[src/rtl/bootram_ctrl_if.sv]
// CPU-side request/response bundle for the boot RAM controller.
// The master drives the request; the slave answers with a one-cycle ready pulse and registered rdata.
interface bootram_ctrl_if;
  logic        mem_s_valid;
  logic        mem_s_ready;
  logic [31:0] mem_s_addr;
  logic [31:0] mem_s_wdata;
  logic [3:0]  mem_s_wstrb;
  logic [31:0] mem_s_rdata;

  modport master (
    output mem_s_valid,
    output mem_s_addr,
    output mem_s_wdata,
    output mem_s_wstrb,
    input  mem_s_ready,
    input  mem_s_rdata
  );

  modport slave (
    input  mem_s_valid,
    input  mem_s_addr,
    input  mem_s_wdata,
    input  mem_s_wstrb,
    output mem_s_ready,
    output mem_s_rdata
  );
endinterface

[src/rtl/bootram_ctrl.sv]
// Boot RAM controller: four byte-lane sync RAMs behind a valid/ready CPU port.
// Reads complete two cycles after valid, writes one; no request is taken outside IDLE.
module bootram_ctrl #(
  parameter int ADDR_WIDTH = 11,
  parameter int WRITABLE   = 1
) (
  input  logic                  clk,
  input  logic                  resetn,
  bootram_ctrl_if.slave         mem_s,
  output logic [ADDR_WIDTH-1:0] ram_ad,
  output logic                  ram_ce,
  output logic                  ram_oce,
  output logic [3:0]            ram_wre,
  output logic [31:0]           ram_din,
  input  logic [31:0]           ram_dout
);

  typedef enum logic [1:0] {
    S_IDLE = 2'd0,
    S_READ = 2'd1,
    S_RESP = 2'd2
  } state_t;

  state_t      r_state;
  state_t      w_next;
  logic [31:0] r_rdata;
  logic        w_capture;
  logic        w_unused_addr;

  // Only the word index is decoded; upper bits alias and byte offset is dropped.
  assign w_unused_addr = ^{mem_s.mem_s_addr[31:ADDR_WIDTH+2], mem_s.mem_s_addr[1:0]};

  always_ff @(posedge clk or negedge resetn) begin
    if (!resetn) begin
      r_state <= S_IDLE;
    end else begin
      r_state <= w_next;
    end
  end

  always_comb begin
    w_next    = r_state;
    ram_ce    = 1'b0;
    ram_wre   = 4'b0000;
    ram_ad    = mem_s.mem_s_addr[ADDR_WIDTH+1:2];
    ram_din   = mem_s.mem_s_wdata;
    w_capture = 1'b0;
    case (r_state)
      S_IDLE: begin
        if (mem_s.mem_s_valid) begin
          ram_ce = 1'b1;
          if (mem_s.mem_s_wstrb == 4'b0000) begin
            w_next = S_READ;
          end else begin
            ram_wre = (WRITABLE != 0) ? mem_s.mem_s_wstrb : 4'b0000;
            w_next  = S_RESP;
          end
        end
      end
      S_READ: begin
        w_capture = 1'b1;
        w_next    = S_RESP;
      end
      S_RESP: begin
        w_next = S_IDLE;
      end
      default: begin
        w_next = S_IDLE;
      end
    endcase
  end

  always_ff @(posedge clk or negedge resetn) begin
    if (!resetn) begin
      r_rdata <= 32'h0000_0000;
    end else if (w_capture) begin
      r_rdata <= ram_dout;
    end
  end

  assign mem_s.mem_s_ready = (r_state == S_RESP);
  assign mem_s.mem_s_rdata = r_rdata;
  assign ram_oce           = 1'b1;

endmodule

[src/flat_wrapper.sv]
// flat-port wrapper written by rule: the top's interface ports become plain ports
module bootram_ctrl_flat 
#(
  parameter int ADDR_WIDTH = 11,
  parameter int WRITABLE   = 1
)
  (clk, resetn, ram_ad, ram_ce, ram_oce, ram_wre, ram_din, ram_dout, mem_s_mem_s_valid, mem_s_mem_s_addr, mem_s_mem_s_wdata, mem_s_mem_s_wstrb, mem_s_mem_s_ready, mem_s_mem_s_rdata);
  bootram_ctrl_if mem_s_i ();
  input  logic clk;
  input  logic resetn;
  output logic [ADDR_WIDTH-1:0] ram_ad;
  output logic ram_ce;
  output logic ram_oce;
  output logic [3:0] ram_wre;
  output logic [31:0] ram_din;
  input  logic [31:0] ram_dout;
  input wire logic [$bits(mem_s_i.mem_s_valid)-1:0] mem_s_mem_s_valid;
  input wire logic [$bits(mem_s_i.mem_s_addr)-1:0] mem_s_mem_s_addr;
  input wire logic [$bits(mem_s_i.mem_s_wdata)-1:0] mem_s_mem_s_wdata;
  input wire logic [$bits(mem_s_i.mem_s_wstrb)-1:0] mem_s_mem_s_wstrb;
  output wire logic [$bits(mem_s_i.mem_s_ready)-1:0] mem_s_mem_s_ready;
  output wire logic [$bits(mem_s_i.mem_s_rdata)-1:0] mem_s_mem_s_rdata;
  assign mem_s_i.mem_s_valid = mem_s_mem_s_valid;
  assign mem_s_i.mem_s_addr = mem_s_mem_s_addr;
  assign mem_s_i.mem_s_wdata = mem_s_mem_s_wdata;
  assign mem_s_i.mem_s_wstrb = mem_s_mem_s_wstrb;
  assign mem_s_mem_s_ready = mem_s_i.mem_s_ready;
  assign mem_s_mem_s_rdata = mem_s_i.mem_s_rdata;
  bootram_ctrl #(.ADDR_WIDTH(ADDR_WIDTH), .WRITABLE(WRITABLE)) u_core (.clk(clk), .resetn(resetn), .mem_s(mem_s_i), .ram_ad(ram_ad), .ram_ce(ram_ce), .ram_oce(ram_oce), .ram_wre(ram_wre), .ram_din(ram_din), .ram_dout(ram_dout));
endmodule
[config.mk]
export PLATFORM = sky130hd
export DESIGN_NAME = bootram_ctrl_flat
export DESIGN_NICKNAME = d
export VERILOG_FILES = /design/src/rtl/bootram_ctrl_if.sv /design/src/rtl/bootram_ctrl.sv /design/src/flat_wrapper.sv
export SDC_FILE = /design/constraint.sdc
export NUM_CORES = 1
export LEC_CHECK = 0
export BUFFER_PORTS_ARGS = -buffer_cell sky130_fd_sc_hd__buf_4
export CAP_MARGIN = 5
export CORE_MARGIN = 2
export CORE_UTILIZATION = 32
export CTS_CLUSTER_SIZE = 10
export DETAILED_ROUTE_END_ITERATION = 16
export GPL_TIMING_DRIVEN = 0
export PLACE_DENSITY = 0.77
export SKIP_CTS_REPAIR_TIMING = 1
export SLEW_MARGIN = 20
export SYNTH_ARGS = -nofsm -noshare
export SYNTH_HDL_FRONTEND = slang
export SYNTH_SLANG_ARGS = --single-unit
[constraint.sdc]
create_clock -name clk -period 1.4 [get_ports clk]
set_clock_uncertainty 0.1 [all_clocks]
set_input_delay 0 -clock clk [delete_from_list [all_inputs] [get_ports clk]]
set_output_delay 0 -clock clk [all_outputs]
set_load 0.05 [all_outputs]
# --- After elaboration in Yosys (flattened, before gate mapping) ---
# Cells that the tools add are included.
classes:
  multipliers: 0
  addsub: 0
  reduce_logical: 2
  n_shift: 0
  bitwise_logic: 0
  div: 0
  magnitude_cmp: 0
  n_eq_ne: 3
  n_mux: 9
op_table:
  columns: ["cell", "count"]
  rows:
  - ["two-way mux 4 bit", 3]
  - ["zero test 4 bit", 1]
  - ["two-way mux 2 bit", 2]
  - ["case mux 2 bit (2 select lines)", 1]
  - ["two-way mux 1 bit", 3]
  - ["== test 2 x 1 -> 1 bit (second input constant)", 1]
  - ["== test 2 bit (second input constant)", 1]
  - ["zero test 2 bit", 1]
  - ["inequality test 2 bit (second input constant)", 1]
totals:
  input_bits: 103
  mem_bits_ro: 0
  ram_bits: 0
  n_memories: 0
  latch_bits: 0
  output_inout_bits: 82
  reg_bits: 34
  elab_cells: 16

# --- Longest topological paths before layout ---
depth:
  depth_word: 4
  depth_mapped: 4

# --- Least setup slack after synthesis ---
# OpenSTA, ideal clock, no wires.
synth_timing:
  path_type: "flip-flop to output port"
  from: "reg u_core.r_state[1]"
  to: "out ram_wre[0]"
  path_slack_ns: -1.009
  arrival_time_ns: 2.309
  stages_incl_launch_ff: 3
  path_cell_list: "dfrtp_1 nor3b_1 and2_1"
synth_between:
  elab_chain_cells: 2
synth_rtl:
  columns: ["element", "line_no", "source"]
  rows:
  - ["start: declaration", "bootram_ctrl.sv:24", "state_t r_state;"]
  - ["start signal: assignment", "bootram_ctrl.sv:37", "r_state <= w_next;"]
  - ["zero test 2 bit", "bootram_ctrl.sv:48", "case (r_state)"]
  - ["two-way mux 4 bit", "bootram_ctrl.sv:48", null]
  - ["end: declaration", "flat_wrapper.sv:14", "output logic [3:0] ram_wre;"]
# No other way between the ends.

# --- Worst setup path in the final report ---
layout_timing:
  from: "reg u_core.r_state[1]"
  to: "out ram_wre[2]"
# Same word-level chain as after synthesis.

==> metrics.txt <==
synth unique cells 14; clock buffer count from CTS 5; first-pass GRT wire length 6003 um; Die W 79.01 um; Worst Setup Start Kind flip-flop; Clk Latency, worst-skew pair 0.28 ns; antenna viol nets, final 0; vias per cell 4.129; Ports approximately 190; clk root buf clkbuf_8; crit share post-route 105.4%; worst-path maximum fanout 6; final instance area between 3000 and 4000 um^2; Starting Density approximately a third; Crit. End Element output pin; Worst VDD drop 0.5874 mV; Compound-Gate Fraction of Synth Area 0.4170%; CP max stage delay 0.44 ns; Multi-input gate area between 500 and 600 um^2; area delta synth->final 85.89%; sequential cell area 852.1 um^2; synthesis-stage register bit count 34; post-route DRC violation count 0; largest net degree at the start of global routing 35; WL/cell around 13 um; GP Congestion roughly 0.66; Synth Area in Adders 0%; Port Buffers 119; TNS Setup -0.2999 ns; Post-Syn Instances 126; min Tclk post-route 1.475 ns; initial antenna violation count 0; top post-synthesis cells by area dfrtp_1 47%, mux2_4 24%, buf_4 18%; Fin. Hold Viols 0; pwr/cell area ~1200 nW/um^2; multiplexer share of the synthesized area around a quarter; worst path bufs/invs 1; via count about 1,500; n_diodes 0; Synth warnings 0; Worst-path clk slew ~0.070 ns; Hold Slack 0.06694 ns; Max Freq around 0.68 GHz; GRT Overall Usage between 10% and 20%; worst path required time 1.30 ns; Critical Path AT approximately 1.4 ns; number of global-route vias before repair between 1,000 and 1,500; Final WS setup -0.07504 ns; placed cell area 2805 um^2; HP Class in -> reg; DRT Wirelength about 4800 um; synthesized area 1800 um^2; WS Path Type reg -> out; maxcap violations 0; CTS Sinks 34; cells along the critical path nor3b_4 > and2_4 > buf_8; Die ar. 6243 um^2; Post-Synth XOR/XNOR Area 0%; post-synth top area share 47.26%; Leak 1.740 nW; Syn Area/Cell 14.29 um^2; Final Total Pwr 4.172 mW; CP max stage cell dfrtp_2; CORE AREA 5473 um^2; H-tree Lvls 2; failing checks setup timing; # fillers 426; Rows 27; RSZ-0062 raised after global routing true; largest family of logic cells by synthesized area multiplexers; Clock Tree Buf Depth 2; Max Transition Viols Final 0; fraction of final layout cells sized beyond drive strength 1 73.72%; nets 395; grt total ovfl 0; initial drt markers 17; post-synthesis simple-gate area fraction 3.753%; post-synth top area cell dfrtp_1; Die H 79.01 um; HPWL after detailed placement 3221 um; status complete, but fails checks; register area share after synthesis 47.26%; syn_nets 229; Pre-antenna DRT Iters 4; Top delay family on crit path simple AND/OR/NAND/NOR gates; Setup Viol. Count Final 5; CTS tree built
final timing paths:
path,startpoint,endpoint,slack (ns),cells after the start
max in group asynchronous,resetn,u_core.r_state[1],0.76,2
setup / recovery,u_core.r_state[1],ram_wre[2],-0.08,3
min in group asynchronous,resetn,u_core.mem_s.mem_s_rdata[29],0.12,2
hold / removal,mem_s_mem_s_valid,u_core.r_state[0],0.07,3
hold reg to reg,u_core.mem_s.mem_s_rdata[19],u_core.mem_s.mem_s_rdata[19],0.41,1
setup reg to reg,u_core.r_state[0],u_core.mem_s.mem_s_rdata[23],0,4
registers in the layout, indices dropped and copies added, names as in the netlist:
register / count
u_core.mem_s.mem_s_rdata: 32
u_core.r_state: 2
layout by cell type (no fill, tap or decap), drive strengths merged, types with 5 or more instances in the layout:
cell / Yosys / routed
dfrtp: 34 / 34
buf: 48 / 169
mux2: 32 / 32
clkbuf: 0 / 6
dlygate4sd3: 0 / 38
and2: 5 / 5
per-stage QoR:
| stage | setup WS (ns) | utilization (%) | cells |
|---|---|---|---|
| after floorplan | -0.03645 | - | 126 |
| after global placement | 0.003682 | 51.26 | 317 |
| final | -0.07504 | 61.16 | 365 |
| after detailed placement | -0.03150 | 51.26 | 317 |
| after CTS | -0.1049 | 53.00 | 325 |
| after global routing | -0.1468 | 61.16 | 365 |
metal layers:
layer	share of wire [%]	vias up	track usage [%]
li1	-	702	-
met1	37	691	14.58
met2	51	110	20.42
met3	11	4	4.432
met4	0.73	0	4.655
met5	0	-	0
worst register-to-register path, cell delays in order (launching register included):
cell and delay, ns:
dfrtp_1 0.41, nor2b_2 0.17, buf_6 0.15, buf_12 0.15
mux2_4 0.31
cells by family after synthesis:
logic type      after synthesis
mux                          32
other cells                   1
simple gates                 10
compound gates                1
buf+inv                      48
flops                        34
final cells by class:
type,instances,share of cell area [%]
Multi-Input combinational cell,44,17.01
Clock inverter,2,0.3738
Timing Repair Buffer,159,40.00
Clock buffer,6,2.467
Tap cell,72,2.692
Sequential cell,34,25.46
Buffer,48,12.00
cells in the mapped netlist (all sizes together):
cell type and count:
and2b 1, buf 48, and2 5, nand2b 1, dfrtp 34, nor3b 1
o21bai 1, mux2 32, nor2b 1, conb 1, nor4 1
where the power goes:
| group | total [mW] | internal (mW) | switching, mW | leakage (nW) |
|---|---|---|---|---|
| clock network | 0.737 | 0.395 | 0.342 | 0.0472 |
| logic | 2.12 | 0.849 | 1.27 | 1.26 |
| registers | 1.31 | 1.19 | 0.123 | 0.438 |
(Power assumes the default switching activity.)
